==> config.mk <==
export PLATFORM = sky130hd
export DESIGN_NAME = dmem_access_ctrl
export DESIGN_NICKNAME = d
export VERILOG_FILES = /design/src/rtl/dmem_pkg.sv /design/src/rtl/dmem_rr_arb.sv /design/src/rtl/dmem_access_ctrl.sv
export SDC_FILE = /design/constraint.sdc
export NUM_CORES = 1
export LEC_CHECK = 0
export ABC_AREA = 1
export ABC_CLOCK_PERIOD_IN_PS = 3800
export BUFFER_PORTS_ARGS = -buffer_cell sky130_fd_sc_hd__buf_2
export CAP_MARGIN = 20
export CORE_AREA = 3 3 105 107
export DETAILED_ROUTE_END_ITERATION = 8
export DIE_AREA = 0 0 108 110
export HOLD_SLACK_MARGIN = 0.06
export PLACE_DENSITY = 0.89
export REMOVE_ABC_BUFFERS = 1
export SYNTH_ARGS = -nofsm -noshare
export SYNTH_HDL_FRONTEND = slang
export SYNTH_HIERARCHICAL = 1
export SYNTH_SLANG_ARGS = --single-unit
==> constraint.sdc <==
create_clock -name clk -period 3.8 [get_ports clk]
set_input_delay 0 -clock clk [delete_from_list [all_inputs] [get_ports clk]]
set_output_delay 0 -clock clk [all_outputs]
set_load 0.01 [all_outputs]
==> src/rtl/dmem_pkg.sv <==
// Shared encodings and helpers for the data-memory access controller.
// Loads are big-endian: the addressed byte sits in bits [31:24] of the returned word.
package dmem_pkg;

    localparam logic [1:0] SZ_BYTE = 2'd0;
    localparam logic [1:0] SZ_HALF = 2'd1;
    localparam logic [1:0] SZ_WORD = 2'd2;

    typedef enum logic {
        IDLE,
        MERGE
    } state_t;

    typedef enum logic {
        RSP_LOAD,
        RSP_STORE
    } rsp_kind_t;

    typedef struct packed {
        logic      pend;
        logic      port;
        rsp_kind_t kind;
        logic [1:0] size;
        logic      uns;
        logic      err;
    } rsp_t;

    function automatic logic [31:0] fmt_load(input logic [31:0] rd,
                                             input logic [1:0]  size,
                                             input logic        uns);
        logic [31:0] res;
        case (size)
            SZ_BYTE: res = uns ? {24'h000000, rd[31:24]} : {{24{rd[31]}}, rd[31:24]};
            SZ_HALF: res = uns ? {16'h0000, rd[31:16]}   : {{16{rd[31]}}, rd[31:16]};
            SZ_WORD: res = rd;
            default: res = rd;
        endcase
        return res;
    endfunction

endpackage

==> src/rtl/dmem_rr_arb.sv <==
// Two-way round-robin arbiter: the pointer-selected port wins ties and the
// pointer flips to the other port after every enabled grant.
module dmem_rr_arb (
    input  logic       i_clk,
    input  logic       i_rst_n,
    input  logic [1:0] i_valid,
    input  logic       i_en,
    output logic [1:0] o_grant
);

    logic r_ptr;

    always_comb begin
        o_grant = '0;
        if (i_en) begin
            if (i_valid[r_ptr]) begin
                o_grant[r_ptr] = 1'b1;
            end else if (i_valid[~r_ptr]) begin
                o_grant[~r_ptr] = 1'b1;
            end
        end
    end

    always_ff @(posedge i_clk) begin
        if (!i_rst_n) begin
            r_ptr <= 1'b0;
        end else if (i_en && (|o_grant)) begin
            r_ptr <= ~r_ptr;
        end
    end

endmodule

==> src/rtl/dmem_access_ctrl.sv <==
// Shares the single-port big-endian data memory between the MEM stage (port 0)
// and the loader/debug port (port 1); subword stores are done by read-modify-write.
module dmem_access_ctrl
    import dmem_pkg::*;
#(
    parameter int unsigned ADDR_W    = 32,
    parameter int unsigned MEM_BYTES = 5121
) (
    input  logic                   clk,
    input  logic                   rst_n,
    input  logic [1:0]             req_valid,
    output logic [1:0]             req_ready,
    input  logic [1:0]             req_we,
    input  logic [1:0][1:0]        req_size,
    input  logic [1:0]             req_unsigned,
    input  logic [1:0][ADDR_W-1:0] req_addr,
    input  logic [1:0][31:0]       req_wdata,
    output logic [1:0]             rsp_valid,
    output logic                   rsp_err,
    output logic [31:0]            rsp_rdata,
    output logic                   mem_we,
    output logic [ADDR_W-1:0]      mem_addr,
    output logic [31:0]            mem_wdata,
    input  logic [31:0]            mem_rdata
);

    localparam logic [ADDR_W-1:0] LAST_OK = ADDR_W'(MEM_BYTES - 4);

    state_t r_state;
    state_t w_state_nx;

    logic [1:0]        w_grant;
    logic              w_en;
    logic              w_accept;
    logic              w_sel;
    logic [ADDR_W-1:0] w_addr;
    logic [1:0]        w_size;
    logic              w_err;
    logic              w_sub;

    logic              r_m_port;
    logic [ADDR_W-1:0] r_m_addr;
    logic [1:0]        r_m_size;
    logic [15:0]       r_m_wdata;
    logic              r_m_err;

    rsp_t r_rsp;
    rsp_t w_rsp_nx;

    // Grants are suppressed while in reset so nothing is accepted or issued.
    assign w_en = (r_state == IDLE) && rst_n;

    dmem_rr_arb u_arb (
        .i_clk   (clk),
        .i_rst_n (rst_n),
        .i_valid (req_valid),
        .i_en    (w_en),
        .o_grant (w_grant)
    );

    assign w_accept = |w_grant;
    assign w_sel    = w_grant[1];
    assign w_addr   = req_addr[w_sel];
    assign w_size   = req_size[w_sel];
    assign w_err    = w_addr > LAST_OK;
    assign w_sub    = req_we[w_sel] && ((w_size == SZ_BYTE) || (w_size == SZ_HALF));

    always_comb begin
        w_state_nx = r_state;
        req_ready  = '0;
        mem_we     = 1'b0;
        mem_addr   = '0;
        mem_wdata  = '0;
        w_rsp_nx   = '0;
        case (r_state)
            IDLE: begin
                if (w_accept) begin
                    req_ready = w_grant;
                    mem_addr  = w_addr;
                    if (w_sub) begin
                        w_state_nx = MERGE;
                    end else begin
                        mem_we = req_we[w_sel] && !w_err;
                        if (req_we[w_sel]) begin
                            mem_wdata = req_wdata[w_sel];
                        end
                        w_rsp_nx.pend = 1'b1;
                        w_rsp_nx.port = w_sel;
                        w_rsp_nx.kind = req_we[w_sel] ? RSP_STORE : RSP_LOAD;
                        w_rsp_nx.size = w_size;
                        w_rsp_nx.uns  = req_unsigned[w_sel];
                        w_rsp_nx.err  = w_err;
                    end
                end
            end
            MERGE: begin
                w_state_nx = IDLE;
                mem_addr   = r_m_addr;
                // Reset arriving during the write phase must not corrupt memory.
                mem_we     = rst_n && !r_m_err;
                mem_wdata  = (r_m_size == SZ_BYTE) ? {r_m_wdata[7:0], mem_rdata[23:0]}
                                                   : {r_m_wdata, mem_rdata[15:0]};
                w_rsp_nx.pend = 1'b1;
                w_rsp_nx.port = r_m_port;
                w_rsp_nx.kind = RSP_STORE;
                w_rsp_nx.size = r_m_size;
                w_rsp_nx.err  = r_m_err;
            end
            default: w_state_nx = IDLE;
        endcase
    end

    always_ff @(posedge clk) begin
        if (!rst_n) begin
            r_state   <= IDLE;
            r_rsp     <= '0;
            r_m_port  <= 1'b0;
            r_m_addr  <= '0;
            r_m_size  <= SZ_BYTE;
            r_m_wdata <= '0;
            r_m_err   <= 1'b0;
        end else begin
            r_state <= w_state_nx;
            r_rsp   <= w_rsp_nx;
            if ((r_state == IDLE) && w_accept && w_sub) begin
                r_m_port  <= w_sel;
                r_m_addr  <= w_addr;
                r_m_size  <= w_size;
                r_m_wdata <= req_wdata[w_sel][15:0];
                r_m_err   <= w_err;
            end
        end
    end

    assign rsp_valid = r_rsp.pend ? (r_rsp.port ? 2'b10 : 2'b01) : 2'b00;
    assign rsp_err   = r_rsp.pend && r_rsp.err;
    assign rsp_rdata = (r_rsp.pend && (r_rsp.kind == RSP_LOAD) && !r_rsp.err)
                       ? fmt_load(mem_rdata, r_rsp.size, r_rsp.uns) : '0;

endmodule
==> impl_metrics.tcl <==
set metrics [dict create \
    ir_drop_uv 151 \
    placed_area_sq_um 5850 \
    clock_skew_ps 6.27 \
    crit_type "reg -> reg" \
    via_per_inst 5.26 \
    vias 6064 \
    htreeDepth 3 \
    postRouteAntennaNets 0 \
    cts-root-buf "clkbuf_8" \
    insertion_delay_ps 320 \
    cp_num_buf_inv 2 \
    core_area_sq_um 10200 \
    drive_gt1_frac 0.321 \
    fin_crit_sh 0.824 \
    cp_top_family "simple AND/OR/NAND/NOR gates" \
    port-buffer-count 273 \
    path_cells "nor2_1 -> nand2_1 -> a21oi_4 -> buf_4 -> o21ai_2 -> inv_2 -> nand2_4 -> nor2_4 -> nand2_2 -> o21ai_0" \
    layout_min_cycle_time_ps 3130 \
    synth_area_leaders "dfxtp_1 (27%), nand2_1 (17%), o21ai_0 (11%)" \
    path_clk_slew_ps 70 \
    drt_iter0_drc 397 \
    slowest_delay_ps 590 \
    regArea_sq_um 1220 \
    ios 274 \
    grt_antenna_before_repair 0 \
    synth_area_leader_cell "dfxtp_1" \
    multi_input_comb_area_sq_um 2670 \
    row_count 37 \
    syn_to_final_growth_pct 39.3 \
    outcome "completed" \
    synthFlopType "dfxtp_1" \
    die_area_sq_um 11900 \
    postSynthAreaPerCell_sq_um 6.16 \
    die_h_um 110 \
    postLayoutCoreUtil 0.622 \
    synth-edff-count 0 \
    cts_tree "done" \
    critical_path.endpoint_type "register" \
    rsz0062_at_grt "false" \
    report.final.slew_viol_count 0 \
    maxSlewHeadroom 0.488 \
    wl_um 17100 \
    fillers 983 \
    cap_violations 0 \
    grt_overflow_total 0 \
    yosysMostFrequentCell "nand2_1" \
    first_pass_iters 5 \
    hold_class "in -> reg" \
    postSynthCellCount 741 \
    power.density_nw_per_um2 290 \
    synth_seq_cells 61 \
    post_drt_wl_per_cell_um 14.9 \
    yosysTopAreaCellShare 0.267 \
    tightest_slew_ps 769 \
    drc_errors 0 \
    grt_pass1_vias 5529 \
    die_x_um 108 \
    synth-seq-area-share 0.267 \
    cp_slowest_cell "nor2_4" \
    grt_pass1_wl_um 26100 \
    start_util 0.446 \
    setup_violations 0 \
    grt_max_degree 70 \
    rr_startpoint "r_state" \
    cp_data_arrival_time_ps 3370 \
    min_from "req_addr[54]" \
    clock_path_buffers 2 \
    worst-path-max-fanout 33 \
    leakagePower_nw 3.42 \
    ys_types 30 \
    dp_hpwl_um 12400 \
    fmax_mhz 319 \
    mappedNetlistArea_sq_um 4570 \
    cts_num_sinks 61 \
    critPathLaunchType "register" \
    synth_common_cells "nand2_1 (205), o21ai_0 (104), inv_1 (91)" \
    nets 1184 \
    fin_area_sq_um 6360 \
    gp_congestion 0.950 \
    crit_required_ps 4040 \
    cts_buffers 9 \
    hold_viol 0 \
    startpoint "r_state" \
    track_usage 0.276 \
    diodes 0 \
    synth_warnings 6 \
    async_flop_share 0 \
]
[path summary, 6_finish.rpt]
| check | to | slack (ps) | cells past startpoint |
|---|---|---|---|
| setup / recovery | r_m_addr[17] | 670 | 10 |
| hold / removal | r_m_addr[22] | 70 | 5 |
| setup reg to reg | r_m_addr[17] | 670 | 10 |
| hold reg to reg | r_m_wdata[9] | 470 | 1 |
[worst reg2reg max path: cells and delay by family (launching register included)]
kind | cells | cell delay (ps)
compound gates | 3 | 690
buf+inv | 2 | 480
flops | 1 | 320
simple gates | 5 | 1560
[routing by layer]
| layer | track usage | vias to the layer above | wire (um) |
|---|---|---|---|
| met3 | 0.0705 | 38 | 1610 |
| met2 | 0.500 | 362 | 8450 |
| met1 | 0.309 | 2708 | 6600 |
| met5 | 0 | - | 0 |
| met4 | 0.112 | 0 | 487 |
| li1 | - | 2956 | - |
[report_power, final]
group	leakage [nW]	internal [mW]	switching, mW	total [mW]
logic	2.81	0.221	0.330	0.551
registers	0.496	0.673	0.0184	0.691
clock network	0.106	0.356	0.247	0.603
total	3.42	1.25	0.595	1.85
[cells by family (layout without fill, tap and decap cells)]
| logic type | Yosys count | in the layout | share of synthesized area |
|---|---|---|---|
| buffers and inverters | 146 | 422 | 0.150 |
| AOI/OAI and AO/OA | 205 | 205 | 0.264 |
| and+or+nand+nor | 310 | 310 | 0.276 |
| muxes | 19 | 19 | 0.0416 |
| DFF | 61 | 61 | 0.267 |
[state kept, by name, indices dropped and copies added, names as in the netlist]
name and cells:
r_m_addr 32, r_m_wdata 16, r_rsp 7, r_m_size 2
r_m_err 1, r_m_port 1, r_state 1, u_arb/r_ptr 1
[per-stage QoR]
step	worst slack, ps	cells	hold slack, ps	setup TNS, ps	power, mW
finish	669	1153	72.2	0	1.85
global route	445	1153	61.1	0	1.94
CTS	698	1152	60.2	0	1.84
detailed placement	689	1107	305	0	1.22
global placement	817	1107	306	0	1.21
floorplan	-3920	691	121	-427740	0.982
[layout make-up]
class / instances / area share
clock buffers: 13 / 0.0265
flip-flops and latches: 61 / 0.192
repair buffers: 310 / 0.270
multi-input cells: 534 / 0.420
inverters: 96 / 0.0574
clock inverters: 3 / 0.00669
well taps: 136 / 0.0267
[repair_timing]
item / in CTS / in global routing
hold buffers: 29 / 0
buffers inserted: 0 / 0
gates resized for setup: 0 / 0
endpoints found under the hold margin: 21 / 0
[placed cells by master, fill, tap and decap left out, types with 2 or more instances in the layout]
master and instances:
buf_2 273, nand2_1 205, o21ai_0 104, inv_1 91, dfxtp_1 60, nor2_1 56, nand3_1 38, dlygate4sd3_1 29
a21oi_1 25, mux2i_1 19, o31ai_1 18, o211ai_1 16, clkbuf_8 12, a21oi_2 11, o21a_1 9, o21ai_1 8
a31oi_1 8, buf_4 7, inv_2 4, nor2_4 3, nand2_2 2, o21ai_2 2, nor3_2 2, nor2_2 2
a32o_1 2
No activity file was read; power rests on OpenSTA's default activity.
